`src/rtl/tv80_seq_pkg.sv`:
```
// Shared types and constants for the TV80 register-file sequencer.
// The state encoding, host op codes and register-pair names are used by the RTL and by the bench.
package tv80_seq_pkg;

    typedef enum logic [2:0] {
        IDLE = 3'd0,
        HOLD = 3'd1,
        RD   = 3'd2,
        SEND = 3'd3,
        LD   = 3'd4,
        DONE = 3'd5
    } seqState_t;

    localparam logic OP_DUMP = 1'b0;
    localparam logic OP_LOAD = 1'b1;

    // Register-pair indices as seen on the register-file address ports.
    localparam logic [2:0] B_C = 3'd0;
    localparam logic [2:0] D_E = 3'd1;
    localparam logic [2:0] H_L = 3'd2;
    localparam logic [2:0] IX  = 3'd3;
    localparam logic [2:0] IY  = 3'd7;

    function automatic logic isHolding(input seqState_t s);
        return (s == HOLD) || (s == RD) || (s == SEND) || (s == LD);
    endfunction

endpackage

```
`src/rtl/tv80_reg_mask_next.sv`:
```
// Combinational next-set-bit finder over an 8-bit register-pair mask, searching upward without wrap.
// last=1 means no qualifying bit exists, so curIdx is the final pair (or the mask is empty).
module tv80_reg_mask_next
    import tv80_seq_pkg::*;
(
    input  logic [7:0] mask,
    input  logic [2:0] curIdx,
    input  logic       inclusive,
    output logic [2:0] nextIdx,
    output logic       last
);

    // Scan from the top down so the lowest qualifying bit is the one that sticks.
    always_comb begin
        nextIdx = curIdx;
        last    = 1'b1;
        for (int i = 7; i >= 0; i--) begin
            if (mask[i] && ((i > int'(curIdx)) || (inclusive && (i == int'(curIdx))))) begin
                nextIdx = 3'(i);
                last    = 1'b0;
            end
        end
    end

endmodule

```
`src/rtl/tv80_reg_seq.sv`:
```
// Sequencer/arbiter in front of the TV80 register file: passes CPU controls through, and on a host
// request freezes the CPU at an instruction boundary and streams selected register pairs out or in.
module tv80_reg_seq
    import tv80_seq_pkg::*;
#(
    parameter logic [7:0] REG_MASK     = 8'hFF,
    parameter int          HOLD_TIMEOUT = 0
) (
    input  logic        clk,
    input  logic        reset,

    input  logic [2:0]  cpu_addra,
    input  logic [2:0]  cpu_addrb,
    input  logic [2:0]  cpu_addrc,
    input  logic [7:0]  cpu_dih,
    input  logic [7:0]  cpu_dil,
    input  logic        cpu_weh,
    input  logic        cpu_wel,
    input  logic        cpu_cen,
    input  logic        cpu_idle,
    output logic        cpu_hold,

    output logic [2:0]  rf_addra,
    output logic [2:0]  rf_addrb,
    output logic [2:0]  rf_addrc,
    output logic [7:0]  rf_dih,
    output logic [7:0]  rf_dil,
    output logic        rf_weh,
    output logic        rf_wel,
    output logic        rf_cen,
    input  logic [7:0]  rf_dobh,
    input  logic [7:0]  rf_dobl,

    input  logic        host_req,
    input  logic        host_op,
    input  logic        host_abort,
    output logic        host_busy,
    output logic        host_done,
    output logic        host_err,

    output logic [15:0] st_data,
    output logic        st_valid,
    input  logic        st_ready,

    input  logic [15:0] ld_data,
    input  logic        ld_valid,
    output logic        ld_ready
);

    localparam logic [15:0] TIMEOUT_CNT = 16'(HOLD_TIMEOUT);
    localparam bit          TIMEOUT_EN  = (HOLD_TIMEOUT != 0);

    seqState_t   state, nextState;
    logic [2:0]  index, nextIndex;
    logic        opLoad, nextOpLoad;
    logic [15:0] holdCnt, nextHoldCnt;
    logic [15:0] stDataReg, nextStData;
    logic        hostErrReg, nextHostErr;

    logic [2:0]  firstIdx;
    logic [2:0]  advIdx;
    logic        maskEmpty;
    logic        advLast;
    logic        stHandshake;
    logic        ldHandshake;

    tv80_reg_mask_next firstFind (
        .mask      (REG_MASK),
        .curIdx    (3'd0),
        .inclusive (1'b1),
        .nextIdx   (firstIdx),
        .last      (maskEmpty)
    );

    tv80_reg_mask_next advFind (
        .mask      (REG_MASK),
        .curIdx    (index),
        .inclusive (1'b0),
        .nextIdx   (advIdx),
        .last      (advLast)
    );

    // Abort outranks a handshake in the same cycle, so it also masks both handshakes here.
    assign stHandshake = (state == SEND) && st_ready && !host_abort;
    assign ldHandshake = (state == LD) && ld_valid && !host_abort;

    always_ff @(posedge clk or posedge reset) begin
        if (reset) begin
            state      <= IDLE;
            index      <= '0;
            opLoad     <= OP_DUMP;
            holdCnt    <= '0;
            stDataReg  <= '0;
            hostErrReg <= 1'b0;
        end else begin
            state      <= nextState;
            index      <= nextIndex;
            opLoad     <= nextOpLoad;
            holdCnt    <= nextHoldCnt;
            stDataReg  <= nextStData;
            hostErrReg <= nextHostErr;
        end
    end

    always_comb begin
        nextState   = state;
        nextIndex   = index;
        nextOpLoad  = opLoad;
        nextHoldCnt = holdCnt;
        nextStData  = stDataReg;
        nextHostErr = 1'b0;

        if ((state != IDLE) && host_abort) begin
            nextState = IDLE;
        end else begin
            case (state)
                IDLE: begin
                    nextHoldCnt = '0;
                    if (host_req) begin
                        nextOpLoad = host_op;
                        nextState  = HOLD;
                    end
                end
                HOLD: begin
                    if (cpu_idle) begin
                        nextHoldCnt = '0;
                        if (maskEmpty) begin
                            nextState = DONE;
                        end else begin
                            nextIndex = firstIdx;
                            nextState = (opLoad == OP_LOAD) ? LD : RD;
                        end
                    end else if (TIMEOUT_EN && ((holdCnt + 16'd1) == TIMEOUT_CNT)) begin
                        nextHostErr = 1'b1;
                        nextState   = IDLE;
                    end else begin
                        nextHoldCnt = holdCnt + 16'd1;
                    end
                end
                RD: begin
                    nextStData = {rf_dobh, rf_dobl};
                    nextState  = SEND;
                end
                SEND: begin
                    if (stHandshake) begin
                        if (advLast) begin
                            nextState = DONE;
                        end else begin
                            nextIndex = advIdx;
                            nextState = RD;
                        end
                    end
                end
                LD: begin
                    if (ldHandshake) begin
                        if (advLast) begin
                            nextState = DONE;
                        end else begin
                            nextIndex = advIdx;
                        end
                    end
                end
                DONE: begin
                    nextState = IDLE;
                end
                default: begin
                    nextState = IDLE;
                end
            endcase
        end
    end

    // Outside RD/SEND/LD the core owns the register file untouched; port C is never borrowed.
    always_comb begin
        rf_addra  = cpu_addra;
        rf_addrb  = cpu_addrb;
        rf_addrc  = cpu_addrc;
        rf_dih    = cpu_dih;
        rf_dil    = cpu_dil;
        rf_weh    = cpu_weh;
        rf_wel    = cpu_wel;
        rf_cen    = cpu_cen;

        cpu_hold  = isHolding(state);
        host_busy = isHolding(state);
        host_done = (state == DONE);
        host_err  = hostErrReg;
        st_data   = stDataReg;
        st_valid  = (state == SEND) && !host_abort;
        ld_ready  = (state == LD) && !host_abort;

        case (state)
            RD, SEND: begin
                rf_addrb = index;
                rf_weh   = 1'b0;
                rf_wel   = 1'b0;
            end
            LD: begin
                rf_addra = index;
                rf_addrb = index;
                rf_dih   = ld_data[15:8];
                rf_dil   = ld_data[7:0];
                rf_weh   = ldHandshake;
                rf_wel   = ldHandshake;
                rf_cen   = ldHandshake;
            end
            default: begin
            end
        endcase
    end

endmodule

```
`config.mk`:
```
export PLATFORM = sky130hd
export DESIGN_NAME = tv80_reg_seq
export DESIGN_NICKNAME = d
export VERILOG_FILES = /design/src/rtl/tv80_seq_pkg.sv /design/src/rtl/tv80_reg_mask_next.sv /design/src/rtl/tv80_reg_seq.sv
export SDC_FILE = /design/constraint.sdc
export NUM_CORES = 1
export LEC_CHECK = 0
export ABC_AREA = 1
export CAP_MARGIN = 10
export CORE_ASPECT_RATIO = 1.5
export CORE_UTILIZATION = 55
export CTS_CLUSTER_DIAMETER = 100
export CTS_CLUSTER_SIZE = 16
export DETAILED_ROUTE_END_ITERATION = 12
export DONT_BUFFER_PORTS = 1
export PLACE_DENSITY = 0.69
export SETUP_SLACK_MARGIN = 0.02
export SLEW_MARGIN = 20
export SYNTH_ARGS = -nofsm -noshare
export SYNTH_HDL_FRONTEND = slang
export SYNTH_HIERARCHICAL = 1
export SYNTH_SLANG_ARGS = --single-unit
```
`constraint.sdc`:
```
create_clock -name clk -period 3.2 [get_ports clk]
set_clock_uncertainty 0.1 [all_clocks]
set_input_delay 0.64 -clock clk [delete_from_list [all_inputs] [get_ports clk]]
set_output_delay 0.64 -clock clk [all_outputs]
set_load 0.05 [all_outputs]
```
==> impl_results.md <==
* Syn_area_per_cell at 6.78 um^2
* DRC Markers at 0
* Area grow syn2layout at 11.1%
* FP Rows at 26
* Worst EP required at 2460 ps
* Layout cells sized above 1 at 20.7%
* Critical Path, Cell by Cell: nor2_1, nand2_2, inv_2, nor2_2, nand2_1, nand2_1
* # IOs at 118
* Clock-pin slew on the worst setup and hold paths at 80 ps
* Final Hold Viols at 0
* Clock buffer depth at 2
* Die X at 51.2 um
* H-tree depth at 1
* Placed Cells at 367
* CTS root buffer: clkbuf_8
* CTS tree: done
* Die ar. at 3890 um^2
* Starting Density at 58.0%
* Final cycle utilization of the critical path at 87.9%
* WL per Instance at 12.0 um
* LEAKAGE at 1.30 nW
* Setup Viol. Count Final at 0
* Post-CTS sizing at 0
* Antenna violations before repair at 0
* Core region area at 3450 um^2
* Met3 Wirelength at 363 um
* Cells after synthesis at 295
* Yosys top cell by area: dfrtp_1
* Power Density at 996 nW/um^2
* Synth warn at 6
* Tightest Pin Transition at 882 ps
* Port buffer count at 0
* Via count at 1898
* M1 WL at 1.65 mm
* Relative slew margins at 40.9%
* Worst path depth at 6
* Synth Cell Area at 2000 um^2
* Number of diodes at 0
* Yosys reg bits at 23
* Gr usage total at 23.1%
* Most frequent CP cell: nand2_1
* Synth area leaders: dfrtp_1, nand2_1, mux2_4
* Number of global-route vias before repair at 1709
* Inserted Clock Buffers at 3
* CP delay by family, top: simple AND/OR/NAND/NOR gates
* Pre-CTS setup slack at 697 ps
* Final setup margin at 388 ps
* First-pass detailed-route iteration total at 5
* Setup bufs post-CTS at 0
* Total gr overflow at 0
* CP bufs+invs at 1
* Antenna Violating Nets Remaining at 0
* GPL Wtd Cong at 0.881
* Worst-Skew Late Latency at 260 ps
* First-pass GRT wire length at 6.73 mm
* Pin count of the biggest net entering global routing at 24
* Post-synth top area share at 28.8%
* CP max FO at 18
* DP Wirelength at 3.56 mm
* Crit Path Category: register to output pin
* Die Height at 75.8 um
* Met2 wire length at 2.28 mm
* Crit path max-delay cell type: dfrtp_1
* Slowest stage delay, CP at 480 ps
* Worst Path Arrival at 2070 ps
* Seq/Total Area, Yosys at 28.8%
* Status: completed
* Sum Neg Setup Slack at 0 ps
* Commonest cells after routing, fill and taps aside: nand2_1, conb_1, dfrtp_1
* # hold bufs at CTS at 0
* Finished Layout Cells at 371
* Startpoint types: register
* Top Metal Used: met4
* Minimum clock period at 2810 ps
* Hold Path Class: primary input to async pin
* Clock Sinks at 23
* Reg2Reg Depth at 12
* Leading cell type in the layout, fill and taps excluded: nand2_1
* Distinct cells, synth at 25
* Detailed Route WL at 4.44 mm
* Vias per cell at 5.12
* Max VDD drop at 0.715 mV
* Nets@finish at 398
* Iteration-0 DRC Markers at 45
* Max Clock Freq at 0.356 GHz
* RSZ-0062 raised after global routing: false
* Max-Cap Viols at 0
* CP endpoint kind: output pin
* Final Max Slew Viols at 0
==> registers in the layout, summed over array words and instances (netlist names) <==
name,flops
state,3
index,3
st_data,16
opLoad,1
==> metrics by stage <==
stage               utilization, %  hold slack (ps)  instance area, um^2  power, mW
floorplan                        -              373                 2110       1.88
global placement              63.1              386                 2180       2.02
detailed placement            63.1              395                 2180       2.04
CTS                           64.4              354                 2220       2.22
global route                  64.4              411                 2220       2.36
finish                        64.4              325                 2220       2.21
==> final timing paths <==
path / slack, ps / from / endpoint
worst min register to register: 410 / opLoad / opLoad
worst min-delay path: 330 / reset / st_data[4]
max in group asynchronous: 2170 / reset / index[0]
worst max register to register: 1250 / index[2] / state[2]
min in group clk: 410 / opLoad / opLoad
worst max-delay path: 390 / state[1] / rf_weh
==> cell usage after synthesis <==
| cell | n |
|---|---|
| nand3_1 | 16 |
| nand2_1 | 128 |
| buf_2 | 4 |
| nor2_2 | 2 |
| a21oi_2 | 2 |
| buf_4 | 5 |
| inv_2 | 13 |
| nand2_2 | 2 |
| nand4_1 | 9 |
| mux2_4 | 10 |
| conb_1 | 2 |
| o211ai_2 | 6 |
| nand3_2 | 3 |
| buf_6 | 1 |
| inv_1 | 21 |
| dfrtp_1 | 23 |
| a21oi_1 | 3 |
| nor2_4 | 4 |
| o21a_2 | 2 |
| or2_2 | 1 |
| mux2_2 | 7 |
| nor3_1 | 1 |
| o21ai_0 | 9 |
| nor2_1 | 20 |
| nand3_4 | 1 |
==> area by class of cell <==
| cell class | instances | area (um^2) |
|---|---|---|
| clock inverter | 1 | 5.00 |
| sequential | 23 | 576 |
| tap | 42 | 52.6 |
| timing repair buffer | 10 | 75.1 |
| inverter | 34 | 128 |
| fill | 326 | 1230 |
| clock buffer | 3 | 41.3 |
| multi-input combinational | 258 | 1350 |
==> layer usage <==
metal	vias up	track usage [%]
met5	-	0
met4	0	12.6
met2	109	45.5
met3	13	3.99
met1	812	22.2
li1	964	-
==> cells by family after synthesis <==
logic type | count (synthesis) | share of synthesized area (%)
AOI/OAI and AO/OA | 22 | 8.51
buffers and inverters | 44 | 9.83
muxes | 17 | 11.5
other | 2 | 0.376
DFF | 23 | 28.8
and+or+nand+nor | 187 | 41.1
==> where the power goes <==
group	switching [mW]	total, mW	internal, mW
combinational	0.787	1.14	0.350
sequential	0.482	0.902	0.420
clock	0.0880	0.175	0.0868
total	1.36	2.21	0.858
(Power assumes the default switching activity.)
